`src/rtl/uart_packet_tx.sv`:
```
// Packet framer in front of a byte-level UART transmitter: buffers payload bytes, then sends
// SYNC, DEST, LEN, payload and a two's-complement checksum through the UART send handshake.
module uart_packet_tx #(
  parameter logic [7:0]  SYNC_BYTE = 8'h55,
  parameter int unsigned DEPTH     = 16
) (
  input  logic       ipClk,
  input  logic       ipReset,
  input  logic [7:0] ipWrData,
  input  logic       ipWrEnable,
  output logic       opFull,
  input  logic [7:0] ipDest,
  input  logic       ipSend,
  output logic       opBusy,
  output logic       opDone,
  output logic [7:0] opTxData,
  output logic       opTxSend,
  input  logic       ipTxBusy
);

  localparam int unsigned AW = $clog2(DEPTH);
  localparam int unsigned CW = AW + 1;

  typedef enum logic [2:0] {
    StIdle,
    StWaitIdle,
    StSend,
    StRelease,
    StFinish
  } state_e;

  typedef enum logic [2:0] {
    PosSync,
    PosDest,
    PosLen,
    PosPay,
    PosChk
  } pos_e;

  logic [7:0] mem_q [DEPTH];

  state_e        state_q, state_d;
  pos_e          pos_q, pos_d;
  logic [CW-1:0] count_q, count_d;
  logic [CW-1:0] idx_q, idx_d;
  logic [7:0]    dest_q, dest_d;
  logic [7:0]    len_q, len_d;
  logic [7:0]    chk_q, chk_d;
  logic [7:0]    tx_data_q, tx_data_d;
  logic          full_q, full_d;
  logic          done_q, done_d;

  logic          wr_ok;
  logic          send_ok;
  logic [CW-1:0] count_wr;
  logic [7:0]    cur_byte;

  // A write and a send in the same cycle both take effect; the send sees the new count.
  assign wr_ok    = ipWrEnable && (state_q == StIdle) && !full_q;
  assign count_wr = count_q + CW'(wr_ok);
  assign send_ok  = ipSend && (state_q == StIdle) && (count_wr != '0);

  always_comb begin
    cur_byte = 8'h00;
    unique case (pos_q)
      PosSync: cur_byte = SYNC_BYTE;
      PosDest: cur_byte = dest_q;
      PosLen:  cur_byte = len_q;
      PosPay:  cur_byte = mem_q[idx_q[AW-1:0]];
      PosChk:  cur_byte = ~chk_q + 8'd1;
      default: cur_byte = 8'h00;
    endcase
  end

  always_comb begin
    state_d   = state_q;
    pos_d     = pos_q;
    count_d   = count_q;
    idx_d     = idx_q;
    dest_d    = dest_q;
    len_d     = len_q;
    chk_d     = chk_q;
    tx_data_d = tx_data_q;
    done_d    = 1'b0;

    if (wr_ok) begin
      count_d = count_wr;
    end

    unique case (state_q)
      StIdle: begin
        if (send_ok) begin
          dest_d  = ipDest;
          len_d   = 8'(count_wr);  // DEPTH of 256 wraps to 8'h00
          chk_d   = 8'h00;
          idx_d   = '0;
          pos_d   = PosSync;
          state_d = StWaitIdle;
        end
      end
      StWaitIdle: begin
        if (!ipTxBusy) begin
          tx_data_d = cur_byte;
          if (pos_q == PosDest || pos_q == PosLen || pos_q == PosPay) begin
            chk_d = chk_q + cur_byte;
          end
          state_d = StSend;
        end
      end
      StSend: begin
        if (ipTxBusy) begin
          state_d = StRelease;
        end
      end
      StRelease: begin
        state_d = StWaitIdle;
        unique case (pos_q)
          PosSync: pos_d = PosDest;
          PosDest: pos_d = PosLen;
          PosLen:  pos_d = PosPay;
          PosPay: begin
            idx_d = idx_q + CW'(1);
            if (idx_q + CW'(1) == count_q) begin
              pos_d = PosChk;
            end
          end
          PosChk:  state_d = StFinish;
          default: pos_d = PosSync;
        endcase
      end
      StFinish: begin
        if (!ipTxBusy) begin
          done_d  = 1'b1;
          count_d = '0;
          state_d = StIdle;
        end
      end
      default: state_d = StIdle;
    endcase

    full_d = (count_d == CW'(DEPTH));
  end

  always_ff @(posedge ipClk or negedge ipReset) begin
    if (!ipReset) begin
      state_q   <= StIdle;
      pos_q     <= PosSync;
      count_q   <= '0;
      idx_q     <= '0;
      dest_q    <= 8'h00;
      len_q     <= 8'h00;
      chk_q     <= 8'h00;
      tx_data_q <= 8'h00;
      full_q    <= 1'b0;
      done_q    <= 1'b0;
    end else begin
      state_q   <= state_d;
      pos_q     <= pos_d;
      count_q   <= count_d;
      idx_q     <= idx_d;
      dest_q    <= dest_d;
      len_q     <= len_d;
      chk_q     <= chk_d;
      tx_data_q <= tx_data_d;
      full_q    <= full_d;
      done_q    <= done_d;
    end
  end

  // Payload RAM carries no reset; contents are meaningless until rewritten.
  always_ff @(posedge ipClk) begin
    if (wr_ok) begin
      mem_q[count_q[AW-1:0]] <= ipWrData;
    end
  end

  assign opFull   = full_q;
  assign opBusy   = (state_q != StIdle);
  assign opDone   = done_q;
  assign opTxData = tx_data_q;
  assign opTxSend = (state_q == StSend);

endmodule

```
`config.mk`:
```
export PLATFORM = sky130hd
export DESIGN_NAME = uart_packet_tx
export DESIGN_NICKNAME = d
export VERILOG_FILES = /design/src/rtl/uart_packet_tx.sv
export SDC_FILE = /design/constraint.sdc
export NUM_CORES = 1
export LEC_CHECK = 0
export CAP_MARGIN = 20
export CORE_MARGIN = 2
export CORE_UTILIZATION = 50
export CTS_BUF_LIST = sky130_fd_sc_hd__clkbuf_4 sky130_fd_sc_hd__clkbuf_8
export CTS_CLUSTER_DIAMETER = 50
export CTS_CLUSTER_SIZE = 12
export DETAILED_ROUTE_END_ITERATION = 10
export PLACE_DENSITY_LB_ADDON = 0.25
export RECOVER_POWER = 50
export SLEW_MARGIN = 20
export SYNTH_ARGS = -nofsm -noshare
export SYNTH_HDL_FRONTEND = slang
export SYNTH_SLANG_ARGS = --single-unit
```
`constraint.sdc`:
```
create_clock -name ipClk -period 4.6 [get_ports ipClk]
set_input_delay 1.38 -clock ipClk [delete_from_list [all_inputs] [get_ports ipClk]]
set_output_delay 1.38 -clock ipClk [all_outputs]
set_load 0.01 [all_outputs]
```
==> qor_table.md <==
| Quantity | Value | Unit |
|---|---|---|
| Hold Crit Depth | 1 | - |
| Initial antenna violation count | 0 | - |
| Average vias per placed instance | 5.725 | - |
| Path type of the worst setup path | reg2reg | - |
| Worst flop-to-flop path endpoint | chk_q[7]$_DFFE_PN0P_ | - |
| Post-Route Skew | 0.01113 | ns |
| Pleak | 3.054 | nW |
| Maximum buffer depth of the clock tree | 2 | - |
| Highest-delay cell along the critical path | sky130_fd_sc_hd__mux4_1 | - |
| Pwr Density | 554.1 | mW/mm^2 |
| Fmax | 236.6 | MHz |
| Critical path startpoint category | flop | - |
| Post-synthesis sequential element count | 175 | - |
| Cell area reported after detailed placement | 0.008358 | sq mm |
| Full die area | 0.01664 | sq mm |
| Setup-violating endpoint count in the final report | 0 | - |
| Required arrival time at the worst endpoint | 5.00 | ns |
| Period Utilization, post-route | 0.9190 | - |
| Number of distinct library cells after synthesis | 60 | - |
| Hold-fix buffer count after cts | 0 | - |
| Average wire length per cell after detail routing | 20.29 | microns |
| Clk Tree Root Cell | sky130_fd_sc_hd__clkbuf_8 | - |
| Number of levels in the clock H-tree | 4 | - |
| Starting density of the core | 0.5120 | - |
| Global-route wire length before repair | 24590 | microns |
| Kind of path behind the tightest hold check | reg2reg | - |
| Top cell type's share of synthesized area | 0.4920 | - |
| Series of cell instances along the critical path | buf_4, mux4_1, mux4_2, mux2_4, a21oi_2, nor2_1, ha_1, nor2_1, nor2_1, a2111oi_0, o21ai_0, mux2i_1, mux2i_1 | - |
| Arr. time, crit path | 4.63 | ns |
| Yosys Warn Count | 0 | - |
| Hold Vio Cnt, Final | 0 | - |
| Standard-cell rows | 45 | - |
| Gr usage total | 0.2033 | - |
| Pin count of the biggest net entering global routing | 48 | - |
| Number of design-rule violations left by the first detailed-router iteration | 501 | - |
| Overflow left after global routing | 0 | - |
| Cell area after synthesis | 0.007812 | sq mm |
| Number of clock sinks | 175 | - |
| Area grow syn2layout | 12.09 | % |
| Critical path's largest stage delay | 0.64 | ns |
| Count of nets left with antenna violations after detail routing | 0 | - |
| Yosys top cell by area | sky130_fd_sc_hd__edfxtp_1 | - |
| Ports | 33 | - |
| Max-slew headroom | -0.6892 | - |
| Top area cells in the synthesized netlist | sky130_fd_sc_hd__edfxtp_1 49%, sky130_fd_sc_hd__dfrtp_1 15%, sky130_fd_sc_hd__mux4_2 8.9%, sky130_fd_sc_hd__mux2_2 3.5%, sky130_fd_sc_hd__mux4_1 2.0% | - |
| Vias in the first global route | 4420 | - |
| Accumulated negative setup slack | 0 | ns |
| Post-DP HPWL | 10490 | microns |
| Cell count of the worst reg-to-reg path | 13 | - |
| End point of the worst hold path | len_q[0]$_DFFE_PN0P_ | - |
| Count of vias placed by the detailed router | 4345 | - |
| Proportion of layout cells with a drive suffix above 1 | 0.2117 | - |
| Number of buffers created by CTS | 17 | - |
| Violated checks | capacitance limit, slew limit | - |
| Clock latency reported for the late side of the worst-skew pair | 0.47 | ns |
| Number of max-cap violations | 1 | - |
| Port Buffer Count | 32 | - |
| Cts repair resizes | 0 | - |
| Number of filler instances in the final layout | 1190 | - |
| Min cycle time layout | 4.227 | ns |
| Global placer's final weighted congestion | 0.8346 | - |
| Die Span Y | 129 | microns |
| Final wirelength | 15400 | microns |
| Hold wc startpoint | len_q[0]$_DFFE_PN0P_ | - |
| Final nets | 568 | - |
| Clock transition at the register clock pins on the worst setup and hold paths after CTS | 0.10 | ns |
| Status | finished with violations | - |
| Top flip-flop cell by instance count after synthesis | sky130_fd_sc_hd__edfxtp_1 | - |
| Clock tree from TritonCTS | built | - |
| Number of nets in the synthesized netlist | 525 | - |
| Max-slew violation count | 48 | - |
| Number of buffers and inverters on the critical path | 1 | - |
| Part of the Yosys area used for sequential elements | 0.6425 | - |
| Critical Path Sink Type | flop | - |
| Number of instances in the synthesized netlist | 492 | - |
| Die X | 129 | microns |
| Max IR drop VDD | 0.0002835 | V |
| Actual transition at the worst max-transition pin | 2.534 | ns |
| Synthesized area per cell | 15.88 | sq um |
| Share of flip-flops with an asynchronous set or reset after synthesis | 0.2686 | - |
| Launching point of the worst reg2reg path | idx_q[0]$_DFFE_PN0P_ | - |
| Post-CTS setup-driven buffer insertion count | 0 | - |
| DRC | 0 | - |
| Dominant cell type by count on the critical path | sky130_fd_sc_hd__nor2_1 | - |
| Max FO, Critical Path | 17 | - |
| Pre-antenna DRT Iters | 5 | - |
| Category of cells accounting for the largest share of critical-path delay | multiplexers | - |
| Summed area of non-filler cells in the final layout | 0.008757 | sq mm |
| Core region area | 0.01526 | sq mm |
| Unrepaired setup endpoints after global routing | false | - |
| Antenna Cells | 0 | - |
| R2r setup slk | 0.37 | ns |
| EDFF count, synth | 128 | - |
## through the flow
stage / total power [mW] / setup WS [ns] / cells / util / hold slack [ns]
final: 4.853 / 0.3727 / 759 / 0.5739 / 0.5132
after global routing: 5.144 / 0.1388 / 759 / 0.5739 / 0.5272
after CTS: 4.886 / 0.3246 / 759 / 0.5744 / 0.5175
after detailed placement: 3.813 / 0.2451 / 727 / 0.5478 / 0.4969
after global placement: 3.767 / 0.3505 / 727 / 0.5478 / 0.4846
after floorplan: 3.356 / 0.7244 / 492 / - / 0.4692
## flip-flops by register name, summed over array words and instances (netlist names)
| signal | cells |
|---|---|
| count_q | 5 |
| idx_q | 5 |
| state_q | 3 |
| pos_q | 3 |
| mem_q | 128 |
| dest_q | 8 |
| len_q | 5 |
| chk_q | 8 |
| opDone | 1 |
| opFull | 1 |
| opTxData | 8 |
## worst max-delay path by stage
stage	start	to	slack, ns	depth (start not counted)
2_1_floorplan	ipWrEnable	dest_q[4]$_DFFE_PN0P_	0.72	11
3_3_place_gp	ipWrEnable	chk_q[3]$_DFFE_PN0P_	0.35	11
3_5_place_dp	ipWrEnable	chk_q[5]$_DFFE_PN0P_	0.25	11
4_1_cts	idx_q[0]$_DFFE_PN0P_	chk_q[7]$_DFFE_PN0P_	0.32	13
5_1_grt	idx_q[0]$_DFFE_PN0P_	chk_q[7]$_DFFE_PN0P_	0.14	13
6_report	idx_q[0]$_DFFE_PN0P_	chk_q[7]$_DFFE_PN0P_	0.37	13
## kinds of logic (layout without fill, tap and decap cells)
kind of cell	after synthesis	after routing	share of synthesized area
buf+inv	36	92	0.02931
flops	175	175	0.6425
mux	74	74	0.1621
fa+ha+maj	12	12	0.02018
compound gates	62	62	0.05125
simple gates	112	112	0.07111
xor+xnor	21	21	0.02354
## cells in the mapped netlist, drive strengths merged (11+ instances only)
master	number
dfrtp	47
clkbuf	15
xnor2	11
nor2	38
nand2	21
ha	11
mux4	37
mux2	26
edfxtp	128
a21oi	19
o21ai	14
nor3	11
mux2i	11
## final cells by class
cell class,count,area (sq um),share of cell area
Sequential cell,175,5021,0.5734
Multi-Input combinational cell,281,2582,0.2949
Timing Repair Buffer,49,441.7,0.05044
Tap cell,211,264.0,0.03015
Clock buffer,17,234.0,0.02672
Clock inverter,15,172.7,0.01972
Inverter,11,41.29,0.004715
## routing by layer
| metal | wire length [microns] | vias up | GRT usage | part of all wire |
|---|---|---|---|---|
| li1 | - | 1988 | - | - |
| met1 | 6854 | 2230 | 0.2763 | 0.45 |
| met2 | 7590 | 107 | 0.3252 | 0.49 |
| met3 | 733 | 20 | 0.05572 | 0.048 |
| met4 | 223 | 0 | 0.06074 | 0.014 |
| met5 | 0 | - | 0 | 0 |
## cell usage in the layout, fill, tap and decap left out, types with 3 or more instances in the layout
master / count
sky130_fd_sc_hd__a21oi_1: 18
sky130_fd_sc_hd__a31oi_1: 4
sky130_fd_sc_hd__buf_4: 17
sky130_fd_sc_hd__clkbuf_8: 17
sky130_fd_sc_hd__clkdlybuf4s50_1: 21
sky130_fd_sc_hd__dfrtp_1: 46
sky130_fd_sc_hd__dlygate4sd3_1: 10
sky130_fd_sc_hd__edfxtp_1: 128
sky130_fd_sc_hd__ha_1: 11
sky130_fd_sc_hd__inv_1: 10
sky130_fd_sc_hd__inv_6: 4
sky130_fd_sc_hd__inv_8: 5
sky130_fd_sc_hd__mux2_2: 24
sky130_fd_sc_hd__mux2i_1: 11
sky130_fd_sc_hd__mux4_1: 6
sky130_fd_sc_hd__mux4_2: 31
sky130_fd_sc_hd__nand2_1: 21
sky130_fd_sc_hd__nand2b_1: 5
sky130_fd_sc_hd__nand3_1: 6
sky130_fd_sc_hd__nor2_1: 37
sky130_fd_sc_hd__nor2b_1: 5
sky130_fd_sc_hd__nor3_1: 11
sky130_fd_sc_hd__nor4_1: 3
sky130_fd_sc_hd__nor4_2: 3
sky130_fd_sc_hd__o21ai_0: 13
sky130_fd_sc_hd__o22ai_1: 5
sky130_fd_sc_hd__or3_1: 6
sky130_fd_sc_hd__xnor2_1: 11
sky130_fd_sc_hd__xor2_1: 10
## report_power, final
group / switching, mW / total [mW] / internal (mW)
clock: 0.617 / 1.08 / 0.459
sequential: 0.208 / 2.10 / 1.89
combinational: 0.840 / 1.68 / 0.836
Note: power is estimated with default switching activity, not from simulation.
